### config.mk
export PLATFORM = sky130hd
export DESIGN_NAME = shadow_regfile
export DESIGN_NICKNAME = d
export VERILOG_FILES = /design/src/rtl/shadow_regfile.sv
export SDC_FILE = /design/constraint.sdc
export NUM_CORES = 2
export LEC_CHECK = 0
export BUFFER_PORTS_ARGS = -buffer_cell sky130_fd_sc_hd__buf_2
export CAP_MARGIN = 20
export CORE_MARGIN = 8
export CORE_UTILIZATION = 55
export DETAILED_ROUTE_END_ITERATION = 10
export GPL_TIMING_DRIVEN = 0
export PLACE_DENSITY = 0.78
export SYNTH_ARGS = -nofsm -noshare
export SYNTH_HDL_FRONTEND = slang
export SYNTH_SLANG_ARGS = --single-unit
export TNS_END_PERCENT = 10
### constraint.sdc
create_clock -name clk -period 1.9 [get_ports clk]
set_input_delay 0.095 -clock clk [delete_from_list [all_inputs] [get_ports clk]]
set_output_delay 0.095 -clock clk [all_outputs]
set_load 0.01 [all_outputs]
### src/rtl/shadow_regfile.sv
// shadow_regfile: 32x32 register file, two async read ports, one sync write port, x0 reads 0
module shadow_regfile (
  input  logic        clk,
  input  logic        rst,
  input  logic        we,
  input  logic [4:0]  waddr,
  input  logic [31:0] wdata,
  input  logic [4:0]  raddr1,
  input  logic [4:0]  raddr2,
  output logic [31:0] rdata1,
  output logic [31:0] rdata2
);
  logic [31:0] regs [32];
  always_ff @(posedge clk)
    if (rst) for (int i = 0; i < 32; i++) regs[i] <= '0;
    else if (we && waddr != 5'd0) regs[waddr] <= wdata;
  assign rdata1 = raddr1 == 5'd0 ? '0 : regs[raddr1];
  assign rdata2 = raddr2 == 5'd0 ? '0 : regs[raddr2];
endmodule

==> flow_metrics.env <==
export IMPL_status="complete, but fails checks"
export IMPL_violations="DRC, setup timing"
export IMPL_numClockSinks=1024
export IMPL_htreeDepth=3
export IMPL_ant_nets=0
export IMPL_floorplan_die_area_um2=109000
export IMPL_final_setup_viol_count=706
export IMPL_clk_pin_slew_ns=0.06
export IMPL_worstSetupPathType="flip-flop to output port"
export IMPL_wl_per_cell_um=40.1
export IMPL_min_path_type="input pin to flip-flop"
export IMPL_grt_pass1_vias=37200
export IMPL_p_per_area_nw_per_um2=870
export IMPL_ir_drop_v=0.000824
export IMPL_vias=38800
export IMPL_sw_frac_of_total=0.269
export IMPL_power_switching_uw=14900
export IMPL_layout_commonest_cell="edfxtp_1"
export IMPL_ys_warn_count=0
export IMPL_period_share=1.48
export IMPL_power_total_uw=55600
export IMPL_ioPinCount=114
export IMPL_start_kind="flip-flop"
export IMPL_grt_overflow=0
export IMPL_place_area_um2=57100
export IMPL_place_ws_ns=-2.24
export IMPL_numCtsBuffers=105
export IMPL_layout_common_cells="edfxtp_1 (1024), and2_1 (994), mux4_2 (472), clkbuf_1 (228), mux2i_1 (147)"
export IMPL_clockBufferDepth=3
export IMPL_maxSlewHeadroom=0.128
export IMPL_syn_inst=3502
export IMPL_rows=115
export IMPL_largest_reg_flops=1024
export IMPL_avgViaCountPerCell=7.39
export IMPL_dp_cells=4963
export IMPL_fmax_mhz=355
export IMPL_cts_root_buf="clkbuf_16"
export IMPL_ys_async_sr_fraction=0
export IMPL_fin_ws_ns=-0.918
export IMPL_syn_to_final_growth_pct=17.8
export IMPL_grt_pass1_wl_um=285000
export IMPL_worstPathMaxFanout=2
export IMPL_end_kind="output port"
export IMPL_combPwrFrac=0.154
export IMPL_rsz0062_at_grt="yes"
export IMPL_drtPass1Iterations=11
export IMPL_syn_area_per_cell_um2=15.5
export IMPL_gp_routability_congestion=1.04
export IMPL_fin_cells=5244
export IMPL_p_leak_uw=0.0220
export IMPL_yosysSeqAreaShare=0.567
export IMPL_crit_required_ns=1.80
export IMPL_drive_gt1_frac=0.325
export IMPL_crit_arrival_ns=2.72
export IMPL_synth_distinct_cells=42
export IMPL_num_nets_final=3910
export IMPL_synth_edf_count=1024
export IMPL_worst_slew_pin_slew_ns=1.31
export IMPL_design_core_area_um2=98100
export IMPL_routed_wl_um=210000
export IMPL_dp_hpwl_um=142000
export IMPL_slew_violations=0
export IMPL_internal_power_uw=40700
export IMPL_grt_antenna_before_repair=11
export IMPL_portBuffers=107
export IMPL_p_seq_frac=0.482
export IMPL_largestRegisters="regs (1024)"
export IMPL_die_x_um=330
export IMPL_die_h_um=330
export IMPL_finalCriticalPeriod_ns=2.82
export IMPL_pwr_share_clk=0.364
export IMPL_synthesis_area_um2=54300
export IMPL_synth_seq_cells=1024
export IMPL_cts_tree="done"
export IMPL_final_setup_tns_ns=-102.52
export IMPL_track_usage=0.378
export IMPL_hold_viol=0
export IMPL_maxCapViolations=0
export IMPL_top_register="regs"
export IMPL_start_util=0.553
export IMPL_drc=1
export IMPL_drt_iter0_drc=8029
export IMPL_ys_flop_type="edfxtp_1"
export IMPL_grt_max_degree=33
export IMPL_worstHoldPathCells=4
export IMPL_finalInstanceArea_um2=63900
-- routing by layer --
metal / track usage / part of all wire / vias up
li1: - / - / 14300
met1: 0.460 / 0.31 / 19000
met2: 0.533 / 0.42 / 4439
met3: 0.168 / 0.18 / 1030
met4: 0.276 / 0.095 / 8
met5: 0.00317 / 0.00028 / -
-- critical path, stage by stage (launching register included) --
cell and delay (ns):
edfxtp_1 0.41, mux4_2 0.50, a22o_1 0.29, a2111oi_4 0.49
nor3_4 0.14, buf_2 0.19
-- power groups by stage --
stage / logic [uW] / registers, uW / clock network [uW]
after floorplan: 4100 / 26900 / 0
after global placement: 6740 / 27100 / 0
after detailed placement: 6970 / 27200 / 0
after CTS: 7930 / 26700 / 19900
after global routing: 8590 / 26900 / 20700
final: 8580 / 26800 / 20200
-- Yosys cell counts, types with 3 or more instances --
cell type  count  area share
nor2_1        36      0.0025
nand3_1        5     0.00046
a22o_1        51      0.0082
buf_2         46      0.0042
nor3_1        54      0.0050
buf_6         21      0.0044
nand2_1        7     0.00048
a21oi_1       12      0.0011
buf_1         11     0.00076
a32o_1         4     0.00074
a22oi_1       16      0.0022
mux2i_1      150       0.028
or3b_2         4     0.00065
and3_1         3     0.00035
clkbuf_1     271       0.019
o21ai_0        4     0.00037
and2_1       995        0.11
o22ai_1      103       0.012
a211oi_1       7     0.00097
nand3b_1       5     0.00069
edfxtp_1    1024        0.57
nand2b_1       5     0.00058
nor2b_1       14      0.0016
nor4_1         6     0.00069
a221oi_1       4     0.00065
or2_2         33      0.0038
mux2_2        30      0.0062
buf_4         38      0.0053
a2111oi_1     41      0.0076
mux4_2       472        0.20
a2111oi_0     14      0.0023
-- stage by stage --
stage           util  hold WS (ns)
6_report       0.651         0.235
5_1_grt        0.651         0.249
4_1_cts        0.642         0.112
3_5_place_dp   0.582         0.440
3_3_place_gp   0.576         0.436
2_1_floorplan      -         0.293
-- path summary, 6_finish.rpt --
check,startpoint,end
worst min-delay path,waddr[3],regs[2][0]
worst max-delay path,regs[31][17],rdata2[17]
-- layout make-up --
cell class | count | area [um^2]
well taps | 1287 | 1610
clock buffers | 126 | 2750
repair buffers | 226 | 1960
clock inverters | 66 | 489
flip-flops and latches | 1024 | 30700
diodes | 12 | 30.0
plain buffers | 379 | 2110
multi-input cells | 2122 | 24200
fillers | 6573 | 34200
inverters | 2 | 7.51
-- cell families after synthesis --
| kind of cell | synth area share |
|---|---|
| simple gates | 0.133 |
| flops | 0.567 |
| mux | 0.230 |
| buf+inv | 0.0335 |
| compound gates | 0.0365 |
| other cells | 0.0000691 |
-- repair_timing --
action                                  CTS  global route
gates resized for setup                 430           143
endpoints found under the hold margin    32             0
buffers inserted                         29            21
pin swaps                                93            45
hold buffers                             32             0
setup endpoints to repair              1106          1528
gates cloned                              1             1
(Power assumes the default switching activity.)
